$ cat config.mk
export PLATFORM = sky130hd
export DESIGN_NAME = control_unit
export DESIGN_NICKNAME = d
export VERILOG_FILES = /design/src/rtl/control_unit.sv
export SDC_FILE = /design/constraint.sdc
export NUM_CORES = 1
export LEC_CHECK = 0
export BUFFER_PORTS_ARGS = -buffer_cell sky130_fd_sc_hd__buf_2
export CAP_MARGIN = 15
export CORE_MARGIN = 1
export CORE_UTILIZATION = 53
export CTS_BUF_LIST = sky130_fd_sc_hd__clkbuf_8
export DETAILED_ROUTE_END_ITERATION = 10
export PLACE_DENSITY = 0.82
export SYNTH_ARGS = -nofsm -noshare
export SYNTH_HDL_FRONTEND = slang
export SYNTH_SLANG_ARGS = --single-unit
$ cat constraint.sdc
create_clock -name clock -period 2.1 [get_ports clock]
set_clock_uncertainty 0.05 [all_clocks]
set_input_delay 0.315 -clock clock [delete_from_list [all_inputs] [get_ports clock]]
set_output_delay 0.315 -clock clock [all_outputs]
set_load 0.005 [all_outputs]
$ cat src/rtl/control_unit.sv
// Multi-cycle instruction sequencer for a small accumulator machine: fetches
// one- and two-byte instructions from a byte ROM and drives the datapath controls.
module control_unit #(
  parameter int PC_WIDTH = 5  // must not exceed 8: jump targets come from the 8-bit operand
) (
  input  logic                clock,
  input  logic                reset,
  output logic [PC_WIDTH-1:0] instr_addr,
  input  logic [7:0]          instr_data,
  input  logic                enter,
  input  logic                zero_flag,
  input  logic                positive_flag,
  output logic [1:0]          mux_select,
  output logic [7:0]          imm_data,
  output logic                acc_enable,
  output logic [2:0]          rf_address,
  output logic                rf_write,
  output logic [3:0]          alu_select,
  output logic [1:0]          alu_num_rotate,
  output logic                output_enable,
  output logic                halted,
  output logic [2:0]          state_out
);

  typedef enum logic [2:0] {
    S_FETCH   = 3'd0,
    S_DECODE  = 3'd1,
    S_OPERAND = 3'd2,
    S_EXECUTE = 3'd3,
    S_WAIT_IN = 3'd4,
    S_HALT    = 3'd5
  } state_t;

  localparam logic [3:0] OP_LDA  = 4'd1;
  localparam logic [3:0] OP_STA  = 4'd2;
  localparam logic [3:0] OP_LDI  = 4'd3;
  localparam logic [3:0] OP_IN   = 4'd4;
  localparam logic [3:0] OP_OUT  = 4'd5;
  localparam logic [3:0] OP_JMP  = 4'd6;
  localparam logic [3:0] OP_JZ   = 4'd7;
  localparam logic [3:0] OP_JP   = 4'd8;
  localparam logic [3:0] OP_ALU  = 4'd9;
  localparam logic [3:0] OP_HALT = 4'd15;

  state_t              state, state_nxt;
  logic [PC_WIDTH-1:0] pc;
  logic [7:0]          ir, opr;
  logic                zf_latched, pf_latched;
  logic                enter_q;
  logic [3:0]          op;
  logic                two_byte, enter_rise, branch_taken;
  logic                unused_ir_bit;

  assign op            = ir[7:4];
  assign two_byte      = (op == OP_LDI) || (op == OP_JMP) || (op == OP_JZ) ||
                         (op == OP_JP)  || (op == OP_ALU);
  assign enter_rise    = enter && !enter_q;
  assign branch_taken  = (op == OP_JMP) || ((op == OP_JZ) && zf_latched) ||
                         ((op == OP_JP) && pf_latched);
  assign unused_ir_bit = ir[3];

  // NOTE: sequential state uses non-blocking assignments so every register
  // samples pre-edge values, independent of block ordering.
  always_ff @(posedge clock or negedge reset) begin
    if (!reset) state <= S_FETCH;
    else        state <= state_nxt;
  end

  // Reset-to-flags-set lets a JZ/JP before any accumulator load be taken.
  always_ff @(posedge clock or negedge reset) begin
    if (!reset) begin
      pc         <= '0;
      ir         <= '0;
      opr        <= '0;
      zf_latched <= 1'b1;
      pf_latched <= 1'b1;
      enter_q    <= 1'b0;
    end else begin
      enter_q <= enter;
      if (acc_enable) begin
        zf_latched <= zero_flag;
        pf_latched <= positive_flag;
      end
      case (state)
        S_FETCH: begin
          ir <= instr_data;
          pc <= pc + PC_WIDTH'(1);
        end
        S_OPERAND: begin
          opr <= instr_data;
          pc  <= pc + PC_WIDTH'(1);
        end
        S_EXECUTE: if (branch_taken) pc <= opr[PC_WIDTH-1:0];
        default: ;
      endcase
    end
  end

  always_comb begin
    // NOTE: default first so every path assigns state_nxt and no latch is inferred.
    state_nxt = S_FETCH;
    case (state)
      S_FETCH:   state_nxt = S_DECODE;
      S_DECODE: begin
        if (op == OP_HALT)    state_nxt = S_HALT;
        else if (op == OP_IN) state_nxt = S_WAIT_IN;
        else if (two_byte)    state_nxt = S_OPERAND;
        else                  state_nxt = S_EXECUTE;
      end
      S_OPERAND: state_nxt = S_EXECUTE;
      S_EXECUTE: state_nxt = S_FETCH;
      S_WAIT_IN: state_nxt = enter_rise ? S_FETCH : S_WAIT_IN;
      S_HALT:    state_nxt = S_HALT;
      default:   state_nxt = S_FETCH;
    endcase
  end

  always_comb begin
    instr_addr     = pc;
    rf_address     = ir[2:0];
    halted         = (state == S_HALT);
    state_out      = state;
    mux_select     = 2'd0;
    imm_data       = 8'd0;
    acc_enable     = 1'b0;
    rf_write       = 1'b0;
    alu_select     = 4'd0;
    alu_num_rotate = 2'd0;
    output_enable  = 1'b0;
    if (state == S_EXECUTE) begin
      case (op)
        OP_LDA: begin
          mux_select = 2'd1;
          acc_enable = 1'b1;
        end
        OP_STA: rf_write = 1'b1;
        OP_LDI: begin
          mux_select = 2'd2;
          imm_data   = opr;
          acc_enable = 1'b1;
        end
        OP_OUT: output_enable = 1'b1;
        OP_ALU: begin
          alu_select     = opr[3:0];
          alu_num_rotate = opr[5:4];
          acc_enable     = 1'b1;
        end
        default: ;
      endcase
    end else if ((state == S_WAIT_IN) && enter_rise) begin
      mux_select = 2'd3;
      acc_enable = 1'b1;
    end
  end

endmodule
* Word-level counts from Yosys, hierarchy flattened
Cells that the tools add are included.
** Operators by class
- Multiplexer cells :: 23
- Reductions and logical operators :: 16
- Equal/unequal tests :: 16
- Magnitude comparators :: 0
- Bitwise gates (word level) :: 0
- Div/mod/pow operators :: 0
- Multiply operators :: 0
- Add/subtract/negate cells :: 1
- Shift-type cells :: 0
** Operator list (number)
- 4-bit by 3-bit == test with 1-bit output (second input constant) :: 4
- 8-bit 2-to-1 mux :: 2
- 3-bit case mux with 5 select lines :: 1
- 4-bit == test (second input constant) :: 3
- 5-bit case mux with 2 select lines :: 1
- 3-bit 2-to-1 mux :: 3
- 4-bit by 2-bit == test with 1-bit output (second input constant) :: 2
- 1-bit 2-to-1 mux :: 8
- 2-bit 2-to-1 mux :: 4
- 4-bit 2-to-1 mux :: 2
- 3-bit by 2-bit == test with 1-bit output (second input constant) :: 2
- 3-bit == test (second input constant) :: 2
- 1-bit logical OR :: 6
- 5-bit by 1-bit adder with 5-bit output (second input constant) :: 1
- 5-bit 2-to-1 mux :: 1
- 4-bit by 1-bit == test with 1-bit output (second input constant) :: 1
- 1-bit logical AND :: 4
- 2-bit case mux with 2 select lines :: 1
- 3-bit by 1-bit == test with 1-bit output (second input constant) :: 1
- 3-bit zero test :: 1
- 3-bit OR reduction :: 1
- 2-bit inequality test (second input constant) :: 1
- 2-bit AND reduction :: 1
- 2-bit nonzero test :: 1
- other kinds (2) :: 2
** Storage, ports and cells
- Memories :: 0
- Output and inout port bits :: 31
- Bits in latches :: 0
- Input port bits :: 13
- Flip-flop bits (word level) :: 27
- Bits in writable memories :: 0
- Logic and storage cells :: 63
- ROM bits :: 0

* Depth between registers and ports, before layout
Gate-level depths: netlist of the first run.
- Depth in word-level cells :: 9
- Depth in mapped cells :: 6
- Mapped depth without buffers :: 4

* Worst setup path after synthesis of the first run
OpenSTA, ideal clock, no wires.
- Kind :: register -> output
- Start :: register state[2], in the netlist state_out[2]
- End :: output imm_data[0]
- Arrival :: 1.488 ns
- Data required time :: 1.735 ns
- Stages on the path, launching flop included :: 6
- Path buffers :: 1
- Slack :: 0.247 ns
- Path through :: dfrtp_1 > nand3b_4 > or3b_1 > buf_6 > nor2_1 > and2_1
** On the way
- Word-level cells in the longest chain between the ends :: 2
** Ends and longest elaborated chain
- start: declaration :: RTL line 45 : state_t state, state_nxt;
- start signal: assignment :: RTL line 66 : else state <= state_nxt;
- 3-bit by 2-bit == test with 1-bit output :: RTL line 130 : if (state == S_EXECUTE) begin
- 8-bit 2-to-1 mux :: RTL line 130
- end: declaration :: RTL line 14 : output logic [7:0] imm_data,
Every way passes these cells.

* Worst setup path in the final report of the first run
- Start :: register state[2], in the netlist state_out[2]
- End :: output acc_enable
** On the way
- Word-level cells in the longest chain between the ends :: 4
- Elaborated cells between the ends (all ways) :: 5
- Classes of those cells :: 2 x eq/ne; 2 x mux; 1 x reduce/logical
** Ends and longest elaborated chain
- 3-bit == test :: RTL line 150 : end else if ((state == S_WAIT_IN) && enter_rise) begin
- 1-bit logical AND :: RTL line 150
- 1-bit 2-to-1 mux :: RTL line 150
- 1-bit 2-to-1 mux (*) :: RTL line 130
- end: declaration :: RTL line 15 : output logic acc_enable,
Every way passes the cells marked *; elsewhere a longest branch is shown, timed or not.

==> results of run 1 <==
==> area by class of cell <==
type | count | area [um^2]
Multi-Input combinational cell | 91 | 744.5
Fill cell | 182 | 729.5
Sequential cell | 26 | 654.4
Timing Repair Buffer | 53 | 296.5
Clock buffer | 3 | 41.29
Tap cell | 30 | 37.54
Inverter | 4 | 15.01
Clock inverter | 1 | 3.754
==> kinds of logic after synthesis <==
logic type / after synthesis
AOI/OAI and AO/OA: 15
muxes: 24
and+or+nand+nor: 48
DFF: 26
adders and majority gates: 1
buffers and inverters: 14
xor gates and xnor gates: 3
==> path summary, 6_finish.rpt <==
path	slack [ps]	to	start
min in group asynchronous	510	state_out[1]$_DFF_PN0_	reset
hold reg to reg	460	opr[6]$_DFFE_PN0P_	opr[6]$_DFFE_PN0P_
setup reg to reg	220	zf_latched$_DFFE_PN1P_	state_out[2]$_DFF_PN0_
setup / recovery	-20	acc_enable	state_out[2]$_DFF_PN0_
max in group asynchronous	1070	ir[4]$_DFFE_PN0N_	reset
hold / removal	120	enter_q$_DFF_PN0_	enter
==> registers in the layout (all words and copies together) (netlist names) <==
name	flops
opr	8
instr_addr	5
ir	7
zf_latched	1
state_out	3
pf_latched	1
enter_q	1
==> metrics by stage <==
| step | utilization | power, W |
|---|---|---|
| 6_report | 0.7108 | 0.002656 |
| 5_1_grt | 0.7108 | 0.002836 |
| 4_1_cts | 0.6895 | 0.002576 |
| 3_5_place_dp | 0.6627 | 0.002264 |
| 3_3_place_gp | 0.6627 | 0.002196 |
| 2_1_floorplan | - | 0.001938 |
==> per-layer routing <==
layer | GRT usage | up-vias | wire, um
li1 | - | 546 | -
met3 | 0.03611 | 5 | 154
met2 | 0.3801 | 43 | 1568
met5 | 0 | - | 0
met4 | 0.08547 | 0 | 35
met1 | 0.2965 | 558 | 1445
==> timing repair <==
item | in CTS | in global routing
hold endpoints to repair | 13 | 0
pin swaps | 1 | 4
hold buffers | 1 | 0
gates resized for setup | 5 | 5
setup buffers | 0 | 4
endpoints found under the setup margin | 15 | 17
==> cell usage after synthesis (all sizes together) (3+ instances only) <==
cell	n
dfrtp	24
mux2	21
and2	13
buf	9
nor2	7
nand2b	5
o21ai	5
a21oi	4
inv	4
nand2	4
and3	3
mux2i	3
nor3	3
xnor2	3
==> where the power goes <==
part           switching (W)  internal (W)
clock               0.000152      0.000131
combinational       0.000609      0.000729
sequential          0.000263      0.000772
total                0.00102       0.00163
==> worst reg2reg max path: cells and delay by family, from the launching register on <==
family                 cells  cell delay (ps)
multiplexers               1              280
AO/OA/AOI/OAI              1              170
AND/OR/NAND/NOR            2              630
buffers and inverters      2              300
flip-flops                 1              390
==> impl_metrics.env, run 1 <==
export IMPL_place_congestion=0.9057
export IMPL_path_clk_slew_ps=80
export IMPL_fmax_mhz=472.0
export IMPL_io_pins=44
export IMPL_dpl_cell_area_mm2=0.001672
export IMPL_hold_violations=0
export IMPL_ctsRootBufferMaster="clkbuf_8"
export IMPL_io_buffers=43
export IMPL_netlist_instances=131
export IMPL_status="finished with violations"
export IMPL_synth_top_flop_cell="dfrtp_1"
export IMPL_drt_iter0_drc=14
export IMPL_crit_type="flip-flop to primary output"
export IMPL_h_tree_depth=1
export IMPL_final_min_clock_period_ps=2119
export IMPL_yosysTopAreaCell="dfrtp_1"
export IMPL_vias_per_cell=5.538
export IMPL_antenna_found_initial=0
export IMPL_place_inst=199
export IMPL_ctsLongestPathBuffers=2
export IMPL_drv_cap=0
export IMPL_rsz0062_at_grt="true"
export IMPL_syn2layout_area_growth_pct=23.75
export IMPL_stdcell_count=208
export IMPL_final_net_count=193
export IMPL_synth_top_family_by_area="simple AND/OR/NAND/NOR gates"
export IMPL_start_util=0.5744
export IMPL_slowest_delay_ps=460
export IMPL_grt_pass1_vias=1015
export IMPL_drtPass1Iterations=4
export IMPL_num_antenna_cells=0
export IMPL_ys_top_cells_by_area="dfrtp_1 (41%), mux2_2 (15%), and2_1 (5.6%), dfstp_2 (3.6%), buf_4 (2.6%)"
export IMPL_worst_hold_slack_ps=117.0
export IMPL_synth_top_area_frac=0.4145
export IMPL_cp_max_fo=5
export IMPL_p_leak_nw=0.8678
export IMPL_ys_ff_latch=26
export IMPL_ant_nets=0
export IMPL_cp_start_kind="flip-flop"
export IMPL_vdd_drop_max_mv=1.036
export IMPL_finalSetupViolCount=2
export IMPL_drc=0
export IMPL_cp_slowest_cell="or3b_4"
export IMPL_coreArea_mm2=0.002522
export IMPL_synthArstFlopShare=1.000
export IMPL_grt_pass1_wl_um=4685
export IMPL_path_cells="nand3b_4, or3b_4, buf_6, o21ai_4, buf_2"
export IMPL_ys_types=38
export IMPL_ys_seq_area_frac=0.4508
export IMPL_hpwlAfterDp_um=2261
export IMPL_critPathBufInv=2
export IMPL_clk_latency_ps=270
export IMPL_slew_viol_final=0
export IMPL_hold_depth=1
export IMPL_die_area_mm2=0.002947
export IMPL_routed_wl_um=3203
export IMPL_synth_edff_count=0
export IMPL_final_cell_mix="buf_2 (43), dfrtp_1 (23), mux2_2 (19)"
export IMPL_synth_simple_area_share=0.2064
export IMPL_wl_per_cell_um=15.40
export IMPL_syn_area_mm2=0.001449
export IMPL_setup_tns_ps=-21.64
export IMPL_vias=1152
export IMPL_worst_slew_pin_slew_ps=573.4
export IMPL_grt_usage=0.2283
export IMPL_finalCritPeriodShare=1.009
export IMPL_yosys_warnings=0
export IMPL_pre_cts_ws_ps=166.1
export IMPL_arrival_ps=1750
export IMPL_grt_max_degree=27
export IMPL_final_area_mm2=0.001793
export IMPL_synth_compound_area_frac=0.06995
export IMPL_die_x_um=54.29
export IMPL_muxShareOfSynthArea=0.1891
export IMPL_placementRows=18
export IMPL_drive_gt1_frac=0.5112
export IMPL_cts_sinks=26
export IMPL_powerDensity_mw_per_mm2=1481
export IMPL_cts_inserted_buffers=3
export IMPL_violations="setup timing"
export IMPL_critical_path_top_delay_family="simple AND/OR/NAND/NOR gates"
export IMPL_cts_tree="done"
export IMPL_critPathCaptureType="primary output"
export IMPL_synth_net_count=145
export IMPL_setup_ws_ps=-18.73
export IMPL_rr_worst_depth=6
export IMPL_min_path_type="primary input to flip-flop"
export IMPL_synthXorXnorAreaFrac=0.01813
export IMPL_worstPathRequired_ps=1740
export IMPL_cp_depth=5
export IMPL_die_h_um=54.29
export IMPL_final_common_cell="buf_2"
export IMPL_slew_headroom=0.6178
export IMPL_gr_total_overflow=0
export IMPL_synthAdderAreaFrac=0.008636
export IMPL_syn_mean_instance_area_um2=11.06
Power figures use the tool's default switching activity.
==> run 2, diff against run 1 <==
Settings changed: CORE_UTILIZATION 53 to 50, CTS_BUF_LIST sky130_fd_sc_hd__clkbuf_8 to sky130_fd_sc_hd__clkbuf_8 sky130_fd_sc_hd__clkbuf_16, PLACE_DENSITY 0.82 to 0.78.
==> run 2 against run 1 <==
Effect of this change:
- the flow finishes with violations (hold timing)
- critical path depth unchanged
- critical endpoint is now mux_select[0]
- count of clock-buffer cells in the layout unchanged
- final cell count shrank 0.48%
- critical path type unchanged
- highest routed layer unchanged
- wire length decreased by 2.9%
- first-iteration DRC count increased by 21%
- total power decreased by 0.78%
- flip-flop and latch count unchanged
- largest cell class unchanged
==> impl_metrics.env, run 2 (synthesis gave the netlist of run 1 again) <==
export IMPL_p_leak_nw=0.8616
export IMPL_cts_tree="done"
export IMPL_drt_iter0_drc=17
export IMPL_finalSetupViolCount=0
export IMPL_ctsRootBufferMaster="clkbuf_8"
export IMPL_cts_sinks=26
export IMPL_clk_latency_ps=270
export IMPL_syn2layout_area_growth_pct=22.80
export IMPL_die_x_um=55.83
export IMPL_rsz0062_at_grt="true"
export IMPL_coreArea_mm2=0.002758
export IMPL_fmax_mhz=484.7
export IMPL_critPathCaptureType="primary output"
export IMPL_place_inst=201
export IMPL_die_h_um=55.83
export IMPL_worst_slew_pin_slew_ps=575.9
export IMPL_grt_max_degree=27
export IMPL_antenna_found_initial=0
export IMPL_hpwlAfterDp_um=2240
export IMPL_hold_violations=24
export IMPL_final_common_cell="buf_2"
export IMPL_status="finished with violations"
export IMPL_vias_per_cell=5.565
export IMPL_cp_max_fo=6
export IMPL_setup_ws_ps=36.77
export IMPL_slew_viol_final=0
export IMPL_place_congestion=0.8304
export IMPL_routed_wl_um=3110
export IMPL_drv_cap=0
export IMPL_finalCritPeriodShare=0.9825
export IMPL_wl_per_cell_um=15.02
export IMPL_cp_slowest_cell="or3b_4"
export IMPL_arrival_ps=1700
export IMPL_start_util=0.5254
export IMPL_grt_pass1_vias=1102
export IMPL_cp_start_kind="flip-flop"
export IMPL_path_clk_slew_ps=90
export IMPL_min_path_type="primary input to asynchronous set/reset pin"
export IMPL_die_area_mm2=0.003117
export IMPL_grt_usage=0.2154
export IMPL_grt_pass1_wl_um=5237
export IMPL_final_min_clock_period_ps=2063
export IMPL_slowest_delay_ps=440
export IMPL_final_util=0.6452
export IMPL_crit_type="flip-flop to primary output"
export IMPL_h_tree_depth=1
export IMPL_slew_headroom=0.6161
export IMPL_io_pins=44
export IMPL_drc=0
export IMPL_worst_hold_slack_ps=-16.13
export IMPL_vdd_drop_max_mv=0.8253
export IMPL_violations="hold timing"
export IMPL_largest_reg_flops=8
export IMPL_top_register="opr"
export IMPL_final_cell_mix="buf_2 (42), dfrtp_1 (24), mux2_2 (19)"
export IMPL_cts_inserted_buffers=3
export IMPL_ctsHoldBuffers=0
export IMPL_path_cells="nand3b_4, or3b_4, buf_6, o31ai_2, buf_2"
export IMPL_stdcell_count=207
export IMPL_final_net_count=191
export IMPL_placementRows=19
export IMPL_powerDensity_mw_per_mm2=1481
export IMPL_pre_cts_ws_ps=66.41
export IMPL_ctsLongestPathBuffers=2
export IMPL_ant_nets=0
export IMPL_gr_total_overflow=0
export IMPL_num_antenna_cells=0
export IMPL_drtPass1Iterations=4
export IMPL_worstPathRequired_ps=1740
export IMPL_drive_gt1_frac=0.5057
export IMPL_io_buffers=43
export IMPL_vias=1152
run 2: cell count changes in the layout (fill, tap and decap cells not counted), sizes merged:
| cell | change |
|---|---|
| dlygate4sd3 | -1 |
| buf | -1 |
run 2: stage by stage:
step	total power [W]	cell area, um^2	setup TNS [ps]
5_1_grt	0.002825	1779	-81.09
4_1_cts	0.002617	1753	-3.800
3_3_place_gp	0.002214	1680	0
3_5_place_dp	0.002271	1680	0
6_report	0.002635	1779	0
2_1_floorplan	0.001938	1449	0
run 2: layout make-up:
type / instances / area, um^2
clock buffers: 3 / 41.29
clock inverters: 1 / 3.754
fillers: 207 / 978.4
inverters: 4 / 15.01
multi-input cells: 91 / 742.0
flip-flops and latches: 26 / 653.1
well taps: 31 / 38.79
repair buffers: 51 / 285.3
run 2: metal layers:
layer	global-route usage	wire length, um
met2	0.3649	1540
met1	0.2868	1400
met5	0	0
met3	0.03488	135
met4	0.06272	34
run 2: where the power goes:
part | leakage, nW | switching [W] | total, W | internal [W]
Sequential | 0.305 | 0.000245 | 0.00101 | 0.000770
Clock | 0.0269 | 0.000151 | 0.000282 | 0.000131
Combinational | 0.530 | 0.000616 | 0.00134 | 0.000722
run 2: worst max-delay path, delay by kind of cell (launching register included):
| family | cells | cell delay, ps |
|---|---|---|
| AND/OR/NAND/NOR | 2 | 600 |
| flip-flops | 1 | 390 |
| buffers and inverters | 2 | 290 |
| AO/OA/AOI/OAI | 1 | 150 |
run 2: worst paths after layout:
kind                       cells past startpoint                        end                    from  slack [ps]
hold reg to reg                                1         opr[7]$_DFFE_PN0P_      opr[7]$_DFFE_PN0P_         460
min in group clock                             1          enter_q$_DFF_PN0_                   enter         120
setup / recovery                               5              mux_select[0]  state_out[2]$_DFF_PN0_          40
max in group asynchronous                      1          ir[7]$_DFFE_PN0N_                   reset        1640
hold / removal                                 1  instr_addr[0]$_DFFE_PN0P_                   reset         -20
setup reg to reg                               4          ir[6]$_DFFE_PN0N_  state_out[0]$_DFF_PN0_         290
run 2: timing repair:
item | in CTS | in global routing
pin swaps | 1 | 7
hold endpoints to repair | 0 | 0
gates cloned | 0 | 0
setup endpoints to repair | 15 | 15
gates resized for setup | 6 | 5
setup buffers | 1 | 1
==> run 3, diff against run 2 <==
Settings changed: CORE_UTILIZATION 50 to 54, HOLD_SLACK_MARGIN set to 0.08, PLACE_DENSITY 0.78 to 0.83.
Clock period 2.1 ns to 2.46 ns, I/O delays scaled along.
==> run 3 against run 2 <==
Effect of this change:
- the run now ends clean
- critical path depth stayed put
- first-iteration DRC count is 12% higher
- flip-flop and latch count stayed put
- final area is 3.4% lower
- non-clock buffer count is 6 lower
- worst setup slack better by 110 ps
- global-route usage is 1.1 points higher
- register-to-register slack better by 320 ps
- sequential power is 9% lower
- largest power group unchanged
- highest routed layer unchanged
==> impl_metrics.env, run 3 (synthesis gave the netlist of run 1 again) <==
export IMPL_status="completed"
export IMPL_finalSetupViolCount=0
export IMPL_grt_usage=0.2261
export IMPL_p_leak_nw=0.8261
export IMPL_start_util=0.5796
export IMPL_wl_per_cell_um=15.42
export IMPL_grt_max_degree=27
export IMPL_vdd_drop_max_mv=0.8476
export IMPL_path_clk_slew_ps=100
export IMPL_syn2layout_area_growth_pct=18.65
export IMPL_gr_total_overflow=0
export IMPL_critPathCaptureType="primary output"
export IMPL_slew_viol_final=0
export IMPL_setup_tns_ps=0
export IMPL_hpwlAfterDp_um=2269
export IMPL_h_tree_depth=1
export IMPL_coreArea_mm2=0.002500
export IMPL_multi_input_area_um2=725.7
export IMPL_clkPwrFrac=0.130
export IMPL_cp_start_kind="flip-flop"
export IMPL_seqCellArea_um2=653.1
export IMPL_grt_pass1_vias=996
export IMPL_ctsRootBufferMaster="clkbuf_8"
export IMPL_final_net_count=185
export IMPL_switching_share=0.3856
export IMPL_clk_latency_ps=280
export IMPL_drc=0
export IMPL_routed_wl_um=3083
export IMPL_rsz0062_at_grt="false"
export IMPL_fmax_mhz=433.2
export IMPL_hold_violations=0
export IMPL_stdcell_count=200
export IMPL_largest_reg_flops=8
export IMPL_num_antenna_cells=0
export IMPL_seq_power_share=0.419
export IMPL_vias_per_cell=5.565
export IMPL_final_cell_mix="buf_2 (43), dfrtp_1 (24), mux2_2 (19)"
export IMPL_cts_tree="done"
export IMPL_totalPowerFinal_w=0.002198
export IMPL_place_inst=195
export IMPL_finalCritPeriodShare=0.9384
export IMPL_final_util=0.6877
export IMPL_placementRows=18
export IMPL_die_area_mm2=0.002894
export IMPL_min_path_type="primary input to flip-flop"
export IMPL_powerDensity_mw_per_mm2=1278
export IMPL_final_min_clock_period_ps=2308
export IMPL_slew_headroom=0.6197
export IMPL_worst_slew_pin_slew_ps=570.4
export IMPL_final_common_cell="buf_2"
export IMPL_top_register="opr"
export IMPL_place_congestion=0.8871
export IMPL_n_fill_cell=193
export IMPL_pwr_share_comb=0.451
export IMPL_vias=1113
export IMPL_ant_nets=0
export IMPL_worst_hold_slack_ps=155.7
export IMPL_antenna_found_initial=0
export IMPL_drtPass1Iterations=5
export IMPL_drt_iter0_drc=19
export IMPL_internal_power_w=0.001350
export IMPL_worstPathRequired_ps=2040
export IMPL_io_buffers=43
export IMPL_ctsLongestPathBuffers=2
export IMPL_die_x_um=53.80
export IMPL_grt_pass1_wl_um=4588
export IMPL_netSwitchingPower_w=0.0008474
export IMPL_arrival_ps=1890
export IMPL_cts_inserted_buffers=3
export IMPL_die_h_um=53.80
export IMPL_cp_max_fo=9
export IMPL_drv_cap=0
export IMPL_crit_type="flip-flop to primary output"
export IMPL_io_pins=44
export IMPL_cts_sinks=26
export IMPL_drive_gt1_frac=0.4706
run 3: area by class of cell:
| cell class | instances | share of cell area |
|---|---|---|
| clock buffers | 4 | 0.03202 |
| inverters | 4 | 0.008734 |
| multi-input cells | 91 | 0.4221 |
| flip-flops and latches | 26 | 0.3799 |
| well taps | 30 | 0.02183 |
| repair buffers | 45 | 0.1354 |
run 3: routing by layer:
layer	GRT usage	part of all wire
met5	0	0
met4	0.05702	0.0062
met3	0.06497	0.054
met2	0.3683	0.48
met1	0.2932	0.46
run 3: worst paths after layout:
path                                             endpoint                    from  cells past startpoint  slack, ps
worst min-delay path                    enter_q$_DFF_PN0_                   enter                      1        160
min in group asynchronous               ir[5]$_DFFE_PN0N_                   reset                      2        550
worst min register to register         opr[6]$_DFFE_PN0P_      opr[6]$_DFFE_PN0P_                      1        460
max in group asynchronous       instr_addr[1]$_DFFE_PN0P_                   reset                      2       1420
worst max-delay path                        alu_select[2]  state_out[2]$_DFF_PN0_                      5        150
worst max register to register  instr_addr[2]$_DFFE_PN0P_       ir[5]$_DFFE_PN0N_                      4        610
run 3: power groups by stage:
stage | clock network (W) | registers [W] | logic (W)
4_1_cts | 0.000286 | 0.000911 | 0.000984
5_1_grt | 0.000302 | 0.000956 | 0.00108
3_3_place_gp | 0 | 0.000902 | 0.000930
6_report | 0.000287 | 0.000920 | 0.000991
3_5_place_dp | 0 | 0.000921 | 0.000967
2_1_floorplan | 0 | 0.000792 | 0.000862
run 3: repair_timing:
action                                 4_1_cts  5_1_grt
endpoints found under the hold margin       24        0
resized for setup                            2        2
setup endpoints to repair                    8       12
setup buffers                                0        0
cloned                                       0        0
hold buffers                                 1        0
run 3: per-stage QoR:
step / area (um^2) / setup slack, ps
2_1_floorplan: 1449 / 553.4
3_3_place_gp: 1642 / 286.4
3_5_place_dp: 1642 / 256.3
4_1_cts: 1712 / 17.02
5_1_grt: 1719 / 32.97
6_report: 1719 / 151.7
run 3: worst max-delay path: stages, from the launching register on:
cell	delay, ps
dfrtp_1	480
nand3b_4	220
or3b_4	460
nor2_2	190
and2_1	160
buf_2	110
